<file path="config.mk">
export PLATFORM = sky130hd
export DESIGN_NAME = div_iter
export DESIGN_NICKNAME = d
export VERILOG_FILES = /design/src/rtl/div_iter.sv
export SDC_FILE = /design/constraint.sdc
export NUM_CORES = 1
export LEC_CHECK = 0
export CORE_MARGIN = 2
export CORE_UTILIZATION = 54
export CTS_BUF_LIST = sky130_fd_sc_hd__clkbuf_4 sky130_fd_sc_hd__clkbuf_8
export DETAILED_ROUTE_END_ITERATION = 10
export MAX_ROUTING_LAYER = met4
export PLACE_DENSITY = 0.88
export SYNTH_ARGS = -nofsm -noshare
export SYNTH_HDL_FRONTEND = slang
export SYNTH_SLANG_ARGS = --single-unit
</file>
<file path="constraint.sdc">
create_clock -name clk -period 3.1 [get_ports clk]
set_input_delay 0.93 -clock clk [delete_from_list [all_inputs] [get_ports clk]]
set_output_delay 0.93 -clock clk [all_outputs]
set_load 0.1 [all_outputs]
</file>
<file path="src/rtl/div_iter.sv">
// Iterative radix-2 restoring divider for DIV/DIVU/REM/REMU, one quotient bit per cycle.
// Optional macro DIV_EARLY_OUT_EN: divide-by-zero and signed overflow skip the iteration phase.
module div_iter #(
  parameter int unsigned WORD_WIDTH = 32,
  parameter int unsigned TAG_WIDTH  = 6
) (
  input  logic                  clk,
  input  logic                  rst_n,
  input  logic                  div_en,
  input  logic [2:0]            div_opcode,
  input  logic [WORD_WIDTH-1:0] div_data1,
  input  logic [WORD_WIDTH-1:0] div_data2,
  input  logic [TAG_WIDTH-1:0]  div_tag_in,
  input  logic                  div_flush,
  output logic                  div_busy,
  output logic [WORD_WIDTH-1:0] div_result,
  output logic                  div_result_valid,
  output logic [TAG_WIDTH-1:0]  div_tag_out
);

  localparam int unsigned CNT_W = $clog2(WORD_WIDTH + 1);

  typedef enum logic [1:0] {
    S_IDLE,
    S_CALC,
    S_FIX,
    S_DONE
  } state_e;

  state_e                  state_q, state_d;
  logic                    signed_q, signed_d;
  logic                    rem_sel_q, rem_sel_d;
  logic                    sign1_q, sign1_d;
  logic                    sign2_q, sign2_d;
  logic [TAG_WIDTH-1:0]    tag_q, tag_d;
  logic [WORD_WIDTH-1:0]   rem_q, rem_d;
  logic [WORD_WIDTH-1:0]   quo_q, quo_d;
  logic [WORD_WIDTH-1:0]   dvs_q, dvs_d;
  logic [CNT_W-1:0]        cnt_q, cnt_d;
  logic                    busy_q, busy_d;
  logic [WORD_WIDTH-1:0]   result_q, result_d;
  logic                    valid_q, valid_d;
  logic [TAG_WIDTH-1:0]    tag_out_q, tag_out_d;

  logic                    signed_in;
  logic                    rem_in;
  logic [WORD_WIDTH-1:0]   mag1;
  logic [WORD_WIDTH-1:0]   mag2;
  logic [WORD_WIDTH:0]     shifted;
  logic [WORD_WIDTH:0]     trial;
  logic                    neg_quo;
  logic                    neg_rem;

`ifdef DIV_EARLY_OUT_EN
  localparam logic [WORD_WIDTH-1:0] ALL_ONES = {WORD_WIDTH{1'b1}};
  localparam logic [WORD_WIDTH-1:0] MIN_NEG  = {1'b1, {(WORD_WIDTH-1){1'b0}}};
`endif

  // Operand decode and magnitudes; anything outside the four M codes falls back to DIVU.
  always_comb begin
    signed_in = (div_opcode == 3'b100) || (div_opcode == 3'b110);
    rem_in    = (div_opcode == 3'b110) || (div_opcode == 3'b111);
    mag1      = (signed_in && div_data1[WORD_WIDTH-1]) ? -div_data1 : div_data1;
    mag2      = (signed_in && div_data2[WORD_WIDTH-1]) ? -div_data2 : div_data2;
    shifted   = {rem_q, quo_q[WORD_WIDTH-1]};
    trial     = shifted - {1'b0, dvs_q};
    neg_quo   = signed_q && (sign1_q != sign2_q) && (dvs_q != '0);
    neg_rem   = signed_q && sign1_q;
  end

  // Next-state and datapath control.
  always_comb begin
    state_d   = state_q;
    signed_d  = signed_q;
    rem_sel_d = rem_sel_q;
    sign1_d   = sign1_q;
    sign2_d   = sign2_q;
    tag_d     = tag_q;
    rem_d     = rem_q;
    quo_d     = quo_q;
    dvs_d     = dvs_q;
    cnt_d     = cnt_q;
    result_d  = result_q;
    tag_out_d = tag_out_q;

    case (state_q)
      S_IDLE, S_DONE: begin
        state_d = S_IDLE;
        if (div_en) begin
          signed_d  = signed_in;
          rem_sel_d = rem_in;
          sign1_d   = div_data1[WORD_WIDTH-1];
          sign2_d   = div_data2[WORD_WIDTH-1];
          tag_d     = div_tag_in;
          rem_d     = '0;
          quo_d     = mag1;
          dvs_d     = mag2;
          cnt_d     = CNT_W'(WORD_WIDTH);
          state_d   = S_CALC;
`ifdef DIV_EARLY_OUT_EN
          // Results the iteration would converge to anyway; go straight to sign fix-up.
          if (div_data2 == '0) begin
            quo_d   = ALL_ONES;
            rem_d   = mag1;
            state_d = S_FIX;
          end else if (signed_in && (div_data1 == MIN_NEG) && (div_data2 == ALL_ONES)) begin
            quo_d   = MIN_NEG;
            rem_d   = '0;
            state_d = S_FIX;
          end
`endif
        end
      end
      S_CALC: begin
        quo_d = {quo_q[WORD_WIDTH-2:0], ~trial[WORD_WIDTH]};
        rem_d = trial[WORD_WIDTH] ? shifted[WORD_WIDTH-1:0] : trial[WORD_WIDTH-1:0];
        cnt_d = cnt_q - CNT_W'(1);
        if (cnt_q == CNT_W'(1)) begin
          state_d = S_FIX;
        end
      end
      S_FIX: begin
        if (rem_sel_q) begin
          result_d = neg_rem ? -rem_q : rem_q;
        end else begin
          result_d = neg_quo ? -quo_q : quo_q;
        end
        tag_out_d = tag_q;
        state_d   = S_DONE;
      end
      default: state_d = S_IDLE;
    endcase

    // Abort wins over everything, including a same-cycle accept or fix-up.
    if (div_flush) begin
      state_d   = S_IDLE;
      result_d  = result_q;
      tag_out_d = tag_out_q;
    end
  end

  always_comb begin
    busy_d  = (state_d == S_CALC) || (state_d == S_FIX);
    valid_d = (state_d == S_DONE);
  end

  always_ff @(posedge clk or negedge rst_n) begin
    if (!rst_n) begin
      state_q   <= S_IDLE;
      signed_q  <= 1'b0;
      rem_sel_q <= 1'b0;
      sign1_q   <= 1'b0;
      sign2_q   <= 1'b0;
      tag_q     <= '0;
      rem_q     <= '0;
      quo_q     <= '0;
      dvs_q     <= '0;
      cnt_q     <= '0;
      busy_q    <= 1'b0;
      result_q  <= '0;
      valid_q   <= 1'b0;
      tag_out_q <= '0;
    end else begin
      state_q   <= state_d;
      signed_q  <= signed_d;
      rem_sel_q <= rem_sel_d;
      sign1_q   <= sign1_d;
      sign2_q   <= sign2_d;
      tag_q     <= tag_d;
      rem_q     <= rem_d;
      quo_q     <= quo_d;
      dvs_q     <= dvs_d;
      cnt_q     <= cnt_d;
      busy_q    <= busy_d;
      result_q  <= result_d;
      valid_q   <= valid_d;
      tag_out_q <= tag_out_d;
    end
  end

  assign div_busy         = busy_q;
  assign div_result       = result_q;
  assign div_result_valid = valid_q;
  assign div_tag_out      = tag_out_q;

endmodule

</file>
Word-level counts from Yosys, hierarchy flattened

Index checks and enable logic that the tools add are counted.

Bits in registers: 154
Latch bits: 0
Memory bits (writable): 0
Bits in read-only memories: 0
Input bits: 77
Output and inout port bits: 40
Word-level logic and storage cells: 65
Memories kept: 0

Add/subtract/negate cells: 6
Multipliers: 0
Divide/modulo/power cells: 0
Order comparisons: 0
Eq/ne operators: 12
Shifts and indexed selects: 0
Mux-type cells: 16
Bitwise operators: 2
Reductions and logical operators: 15

Operator list:

| kind                  | count |
|---|---|
| $mux W32              | 8 |
| $neg A32 Y32          | 4 |
| $pmux W32 S2          | 2 |
| $sub A33 B32 Y33      | 1 |
| $reduce_bool A32 Y1   | 1 |
| $pmux W6 S2           | 1 |
| $eq A3 B3 Y1 const B  | 3 |
| $eq A2 B2 Y1 const B  | 4 |
| $eq A6 B1 Y1 const B  | 1 |
| $mux W6               | 1 |
| $pmux W2 S3           | 1 |
| $reduce_and A2 Y1     | 3 |
| $sub A6 B1 Y6 const B | 1 |
| $logic_and A1 B1 Y1   | 5 |
| $eq A2 B1 Y1 const B  | 2 |
| $mux W2               | 2 |
| $logic_or A1 B1 Y1    | 3 |
| $logic_not A2 Y1      | 1 |
| $ne A2 B2 Y1 const B  | 1 |
| $not A1 Y1            | 2 |
| $reduce_bool A2 Y1    | 1 |
| $reduce_or A2 Y1      | 1 |
| $mux W1               | 1 |
| $ne A1 B1 Y1          | 1 |

Logic depth before layout (Yosys ltp)

Gate-level depths: netlist (run 1).

Word-level depth: 6
Gate-level depth with buffers: 13
Gate-level depth less buffers: 12

Worst setup path before layout (run 1)

No wires, ideal clock.

Path kind: input to register
From: input div_data1[12]
To: register quo_q[27]
Setup time: 0.129 ns
Arrival time: 2.764 ns
Data required time: 2.971 ns
Slack: 0.207 ns
Stages: 9
Buffers on the path: 0
Cells stage by stage: or4_4 nor4_1 nand2b_1 or3_1 o41ai_2 xor2_1 nor2_1 a21oi_1 o21ai_1

Cells in the longest elaborated chain, start to end: 4

RTL lines:

| what                 | RTL line | RTL |
|---|---|---|
| start, declared      | 11       | `input logic [WORD_WIDTH-1:0] div_data1,` |
| $neg A32 Y32         | 63       | `mag1 = (signed_in && div_data1[WORD_WIDTH-1]) ? -div_data1 : div_data1;` |
| $mux W32             | 63       |  |
| $mux W32             | 89       | `if (div_en) begin` |
| $pmux W32 S2         | 86       | `case (state_q)` |
| end signal, assigned | 171      | `quo_q <= quo_d;` |
| end, declared        | 37       | `logic [WORD_WIDTH-1:0] quo_q, quo_d;` |

Every way passes these cells. The select of a mux whose other input is x is not followed.
A chain may end at the register's enable or synchronous reset.

Worst setup path in the final report (run 1)

From: register dvs_q[0]
To: register rem_q[27]

Cells in the longest elaborated chain, start to end: 3

RTL lines:

| what                   | RTL line | RTL |
|---|---|---|
| start, declared        | 38       | `logic [WORD_WIDTH-1:0] dvs_q, dvs_d;` |
| start signal, assigned | 172      | `dvs_q <= dvs_d;` |
| $sub A33 B32 Y33       | 66       | `trial = shifted - {1'b0, dvs_q};` |
| $mux W32               | 116      | `rem_d = trial[WORD_WIDTH] ? shifted[WORD_WIDTH-1:0] : trial[WORD_WIDTH-1:0];` |
| $pmux W32 S2           | 86       |  |
| end signal, assigned   | 170      | `rem_q <= rem_d;` |
| end, declared          | 36       | `logic [WORD_WIDTH-1:0] rem_q, rem_d;` |

Every way passes these cells.

==> results of run 1 <==
[kinds of logic after synthesis]
| kind of cell | count (synthesis) |
|---|---|
| AND/OR/NAND/NOR | 467 |
| AO/OA/AOI/OAI | 441 |
| flip-flops | 154 |
| XOR/XNOR | 139 |
| buffers and inverters | 131 |
| adder cells (fa/ha/maj) | 42 |
| multiplexers | 23 |
[flip-flops by register name (all words and copies together), names as in the netlist, 2 cells and up]
register / cells
cnt_q: 6
div_result: 32
div_tag_out: 6
dvs_q: 32
quo_q: 32
rem_q: 32
state_q: 2
tag_q: 6
[power groups by stage]
| stage | logic, µW | registers, µW | clock network, µW |
|---|---|---|---|
| after floorplan | 1540 | 2740 | 0 |
| after global placement | 2430 | 2650 | 0 |
| after detailed placement | 2510 | 2670 | 0 |
| after CTS | 2530 | 2630 | 1660 |
| after global routing | 2900 | 2680 | 1740 |
| final | 2640 | 2650 | 1640 |
[path summary, 6_finish.rpt]
check,end,slack [ns]
worst max-delay path,rem_q[27]$_DFFE_PN0P_,0.09
worst min-delay path,dvs_q[23]$_DFFE_PN0P_,0.47
worst max register to register,rem_q[27]$_DFFE_PN0P_,0.09
worst min register to register,div_result[3]$_DFFE_PN0P_,0.49
max in group asynchronous,rem_q[2]$_DFFE_PN0P_,1.83
min in group clk,div_result[3]$_DFFE_PN0P_,0.49
[cells in the mapped netlist, drive strengths merged, types with 2 or more instances]
cell type / count
and3: 9
ha: 41
nand3: 21
nor4: 23
o21bai: 5
nand2: 203
a31oi: 8
a211oi: 5
buf: 17
a32oi: 2
o31ai: 22
a22o: 7
a211o: 2
o21a: 2
o31a: 3
xnor2: 80
or3: 14
nand2b: 14
a21o: 17
nand4: 9
or4: 15
nor3: 24
a2111oi: 4
nor3b: 5
o21ai: 198
o22ai: 6
nor4b: 2
a41oi: 3
clkbuf: 58
inv: 56
and2: 9
nor2b: 6
mux2i: 7
o211ai: 6
xor2: 59
a31o: 3
dfrtp: 154
a21oi: 126
a221oi: 2
o41ai: 11
or2: 5
mux2: 16
nor2: 106
[worst register-to-register path, stage by stage, from the launching register on]
cell and delay [ns]:
dfrtp_1 0.45, ha_1 0.25, fa_1 0.42, nand2b_4 0.18, a21oi_4 0.13, o21ai_2 0.10
a21oi_2 0.18, buf_6 0.15, a21oi_4 0.09, xor2_4 0.17, buf_12 0.16, buf_4 0.15
a2111oi_2 0.39, o21ai_1 0.09
[metrics by stage]
step	hold WS [ns]	total power [µW]	utilization [%]	worst slack (ns)	std cells
2_1_floorplan	0.471	4280	-	0.207	1397
3_3_place_gp	0.463	5080	66.6	-0.390	1854
3_5_place_dp	0.476	5190	66.6	-0.428	1854
4_1_cts	0.487	6820	68.6	0.0361	1885
5_1_grt	0.504	7330	69.8	-0.0733	1890
6_report	0.466	6930	69.8	0.0884	1890
[timing repair]
action                     4_1_cts  5_1_grt
setup endpoints to repair        1       38
hold buffers                     0        0
pin swaps                        0        6
resized for setup                1       30
cloned                           0        2
buffers inserted                 0        3
[final cells by class]
type                            count  area [µm²]  area share (%)
Multi-Input combinational cell   1112        7030            49.7
Sequential cell                   154        3850            27.2
Timing Repair Buffer              267        2310            16.3
Tap cell                          270         338            2.39
Clock buffer                       22         278            1.96
Inverter                           56         210            1.48
Clock inverter                      9         140           0.989
[per-layer routing]
layer	vias up	GRT usage, %
met5	-	-
met4	0	10.8
met3	83	4.29
met2	420	51.6
met1	5305	36.8
li1	5359	-
==> impl_metrics.ini, run 1 <==
[synthesis]
synth_cell_type_count = 74
synthCells = 1397
yosys.area_share.simple_pct = 19.7
synthesis.area_mm2 = 0.0112
synth_area_leaders = dfrtp_1, o21ai_0, nand2_1, xnor2_1, a21oi_1
ys_warn_count = 0
synthDominantCellAreaShare_pct = 34.3
synth-compound-area-share_pct = 23.6
synth.net_count = 1516
synth_edf_count = 0
synthAdderAreaFrac_pct = 4.74
synthFlopType = dfrtp_1
synth_seq_area_share_pct = 34.3
syn_area_per_cell_um2 = 8.04
async_flop_share_pct = 100
synth_seq_cells = 154
synthMuxAreaShare_pct = 2.23
yosysTopAreaCell = dfrtp_1
synth_xor_xnor_area_share_pct = 10.9
synth_top_family_by_area = compound AO/OA/AOI/OAI gates

[setup_path]
crit_required_ns = 3.43
cp_top_family = compound AO/OA/AOI/OAI gates
start_kind = flip-flop
cp_slowest_cell = dfrtp_1
cp_num_buf_inv = 3
r2r_start = dvs_q[0]$_DFFE_PN0P_
critPathCaptureType = flip-flop
crit_chain = ha_1 > fa_1 > nand2b_4 > a21oi_4 > o21ai_2 > a21oi_2 > buf_6 > a21oi_4 > xor2_4 > buf_12 > buf_4 > a2111oi_2 > o21ai_1
cp_common_cell = a21oi_4
max_stage_delay_ns = 0.45
crit_type = reg2reg
path_depth = 13
crit_arrival_ns = 3.34
reg2reg_depth = 13
cp_max_fo = 6
crit_path_start = dvs_q[0]$_DFFE_PN0P_

[place]
gp_congestion = 0.969
dp_hpwl_um = 23900
numPortBuffers = 116
placed_area_mm2 = 0.0135

[timing]
clock.fmax_mhz = 332
grt_setup_unrepaired = yes
tightest_slew_ns = 0.681
finalSetupViolations = 0
fin_crit_ns = 3.01
slew_headroom_pct = 54.6
hold_viol = 0
clock_skew_ns = 0.0164
fin_crit_sh_pct = 97.1
slew_viol_final = 0
tns_ns = 0

[cells_and_area]
layout_commonest_cell = nand2_1
diodes = 0
drive_above_1_share_pct = 18.3
fin_area_mm2 = 0.0142
most-common-layout-cells = nand2_1, buf_4, o21ai_0
nets = 1727
syn_to_final_growth_pct = 26.1
fillCellCount = 1581

[floorplan]
core_area_mm2 = 0.0203
dieWidth_um = 148
dieArea_mm2 = 0.0220
die_y_um = 148
io_pins = 117
initial_core_util_pct = 55.3
core.rowCount = 52

[global_route]
grt_max_degree = 78
antenna_found_initial = 0
grt_pass1_vias = 11000
track_usage_pct = 30.2
grt_first_pass_wirelength_um = 52700
overflow = 0

[power]
swShare_pct = 39.0
power.density_mw_per_mm2 = 489
clkPwrFrac_pct = 23.7
leakagePower_uw = 0.00627
internal_power_uw = 4230
pwr-share-comb_pct = 38.1
seqPwrFrac_pct = 38.2
peakVddDrop_mv = 0.480
p_switching_uw = 2710

[route]
met2_length_um = 16000
drtAntennaViolNets = 0
wirelength_um = 32100
via_per_inst = 5.91
top_layer = met4
wl_met1_um = 13200
drt_iter0_drc = 936
dr.pass1.iters = 5
route.detailed.drc = 0
wire_per_inst_um = 17.0
met3_length_um = 1820
vias = 11200

[hold_path]
hp-class = in2async

[clock_network]
cts_tree = done
path_clk_slew_ns = 0.09
clk_latency_ns = 0.46
cts.sinks = 154
cts_buffer_depth = 2
cts-buffers-inserted = 17
cts.htree.levels = 4
root_buffer = clkbuf_8

[outcome]
status = completed

[flow_run]
max-cap-violations = 0
(Power assumes the default switching activity.)
==> run 2: changes to the inputs <==
- CORE_MARGIN: 2 -> 1.5
==> run 2 against run 1 <==
Against the previous run:
- wire length is 1.1% lower
- sequential share of layout area up 0.20 points
- count of clock-buffer cells in the layout fell by 3
- clock skew decreased by 0.0019 ns
- worst hold slack worse by 0.019 ns
- non-clock buffer count is 8 lower
- combinational power shrank 2%
- via count fell by 0.65%
- global-route usage is 0.073 points higher
- maximum frequency fell by 0.36%
- register-to-register slack about the same
- critical path depth down 3
==> impl_metrics.ini, run 2 (synthesis gave the netlist of run 1 again) <==
[outcome]
status = completed

[floorplan]
die_y_um = 147
core.rowCount = 52
core_area_mm2 = 0.0203
dieArea_mm2 = 0.0217
io_pins = 117
dieWidth_um = 147
initial_core_util_pct = 55.3

[setup_path]
cp_slowest_cell = or4_4
cp_num_buf_inv = 1
crit_required_ns = 3.44
reg2reg_depth = 14
crit_path_start = div_data1[12]
cp_top_family = simple AND/OR/NAND/NOR gates
r2r_start = quo_q[31]$_DFFE_PN0P_
crit_type = in2reg
path_depth = 10
critPathCaptureType = flip-flop
crit_chain = clkdlybuf4s50_1 > or4_4 > nor4_2 > nand2b_1 > or3_4 > o41ai_2 > xor2_1 > nor2_1 > a21oi_1 > o21ai_1
crit_arrival_ns = 3.36
max_stage_delay_ns = 0.56
cp_max_fo = 3
start_kind = primary input

[cells_and_area]
layout_commonest_cell = nand2_1
most-common-layout-cells = nand2_1, buf_4, o21ai_0
drive_above_1_share_pct = 17.9
diodes = 0
syn_to_final_growth_pct = 25.1
nets = 1719

[flow_run]
max-cap-violations = 0

[clock_network]
cts.htree.levels = 4
hold_buffers = 0
cts.sinks = 154
path_clk_slew_ns = 0.08
cts-buffers-inserted = 17
clk_latency_ns = 0.47
cts_buffer_depth = 2
cts_tree = done
root_buffer = clkbuf_8

[global_route]
antenna_found_initial = 0
grt_pass1_vias = 10600
grt_first_pass_wirelength_um = 51500
grt_max_degree = 75
overflow = 0
track_usage_pct = 30.3

[place]
gp_congestion = 0.959
dp_hpwl_um = 23600
numPortBuffers = 116

[route]
vias = 11100
via_per_inst = 5.89
route.detailed.drc = 0
wire_per_inst_um = 16.9
drt_iter0_drc = 992
wirelength_um = 31800
drtAntennaViolNets = 0
dr.pass1.iters = 5

[timing]
slew_viol_final = 0
finalSetupViolations = 0
slew_headroom_pct = 57.0
clock.fmax_mhz = 331
hold_slack_ns = 0.447
hold_viol = 0
tightest_slew_ns = 0.643
fin_crit_sh_pct = 97.5
tns_ns = 0
clock_skew_ns = 0.0146
fin_crit_ns = 3.02

[power]
swShare_pct = 39.0
seqPwrFrac_pct = 38.0
clkPwrFrac_pct = 24.9
p_switching_uw = 2710
internal_power_uw = 4250
pwr-share-comb_pct = 37.1
peakVddDrop_mv = 0.506
leakagePower_uw = 0.00622
power.density_mw_per_mm2 = 495

[hold_path]
hp-class = in2async
==> run 2: cell count changes in the layout (fill, tap and decap cells not counted), moves of 2 or more <==
cell | before | now
a21oi_1 | 120 | 123
clkbuf_4 | 4 | 2
buf_12 | 6 | 4
o21ai_0 | 164 | 166
o21ai_1 | 32 | 29
clkinv_2 | 0 | 2
a21oi_2 | 4 | 1
buf_4 | 182 | 177
nor4_2 | 2 | 5
nor4_4 | 4 | 2
==> run 2: worst register-to-register path, delay by kind of cell (launching register included) <==
| family | cells | cell delay (ns) |
|---|---|---|
| adder cells (fa/ha/maj) | 2 | 0.61 |
| flip-flops | 1 | 0.41 |
| AO/OA/AOI/OAI | 6 | 0.95 |
| XOR/XNOR | 1 | 0.15 |
| buffers and inverters | 3 | 0.40 |
| AND/OR/NAND/NOR | 2 | 0.38 |
==> run 2: what timing repair did <==
action | 4_1_cts | 5_1_grt
setup buffers | 0 | 5
cloned | 0 | 1
gates resized for setup | 1 | 24
setup endpoints to repair | 1 | 42
pin swaps | 0 | 6
==> run 2: final timing paths <==
| check | endpoint | slack (ns) |
|---|---|---|
| worst max-delay path | quo_q[27]$_DFFE_PN0P_ | 0.08 |
| worst min-delay path | rem_q[29]$_DFFE_PN0P_ | 0.45 |
| worst max register to register | rem_q[27]$_DFFE_PN0P_ | 0.09 |
| worst min register to register | div_result[5]$_DFFE_PN0P_ | 0.49 |
| max in group asynchronous | rem_q[7]$_DFFE_PN0P_ | 1.76 |
| min in group clk | div_result[5]$_DFFE_PN0P_ | 0.49 |
==> run 2: metrics by stage <==
| step | total power, µW | cell area, µm² | setup WS [ns] | utilization (%) | instances |
|---|---|---|---|---|---|
| after global placement | 5060 | 13400 | -0.391 | 66.2 | 1845 |
| after CTS | 6890 | 13900 | 0.0143 | 68.3 | 1877 |
| after floorplan | 4280 | 11200 | 0.207 | - | 1397 |
| after detailed placement | 5150 | 13400 | -0.429 | 66.2 | 1845 |
| after global routing | 7380 | 14100 | -0.0651 | 69.2 | 1883 |
| final | 6960 | 14100 | 0.0776 | 69.2 | 1883 |
==> run 2: area by class of cell <==
| class | instances | area [µm²] |
|---|---|---|
| timing repair buffer | 259 | 2210 |
| clock inverter | 13 | 191 |
| clock buffer | 19 | 249 |
| multi-input combinational | 1112 | 7010 |
| sequential | 154 | 3850 |
| fill | 1612 | 6240 |
| tap | 270 | 338 |
| inverter | 56 | 210 |
==> run 2: power by group through the flow <==
stage                     Sequential (µW)  Combinational [µW]  Clock [µW]
after floorplan                      2740                1540           0
after global placement               2650                2410           0
after detailed placement             2670                2480           0
after CTS                            2640                2500        1750
after global routing                 2680                2850        1850
final                                2650                2580        1730
==> run 2: routing by layer <==
layer | track usage (%) | vias up | share of wire, % | routed length, µm
li1 | - | 5339 | - | -
met1 | 36.9 | 5309 | 42 | 13400
met2 | 50.7 | 358 | 50 | 15900
met3 | 4.10 | 88 | 4.2 | 1340
met4 | 12.7 | 0 | 3.6 | 1150
met5 | - | - | 0 | 0
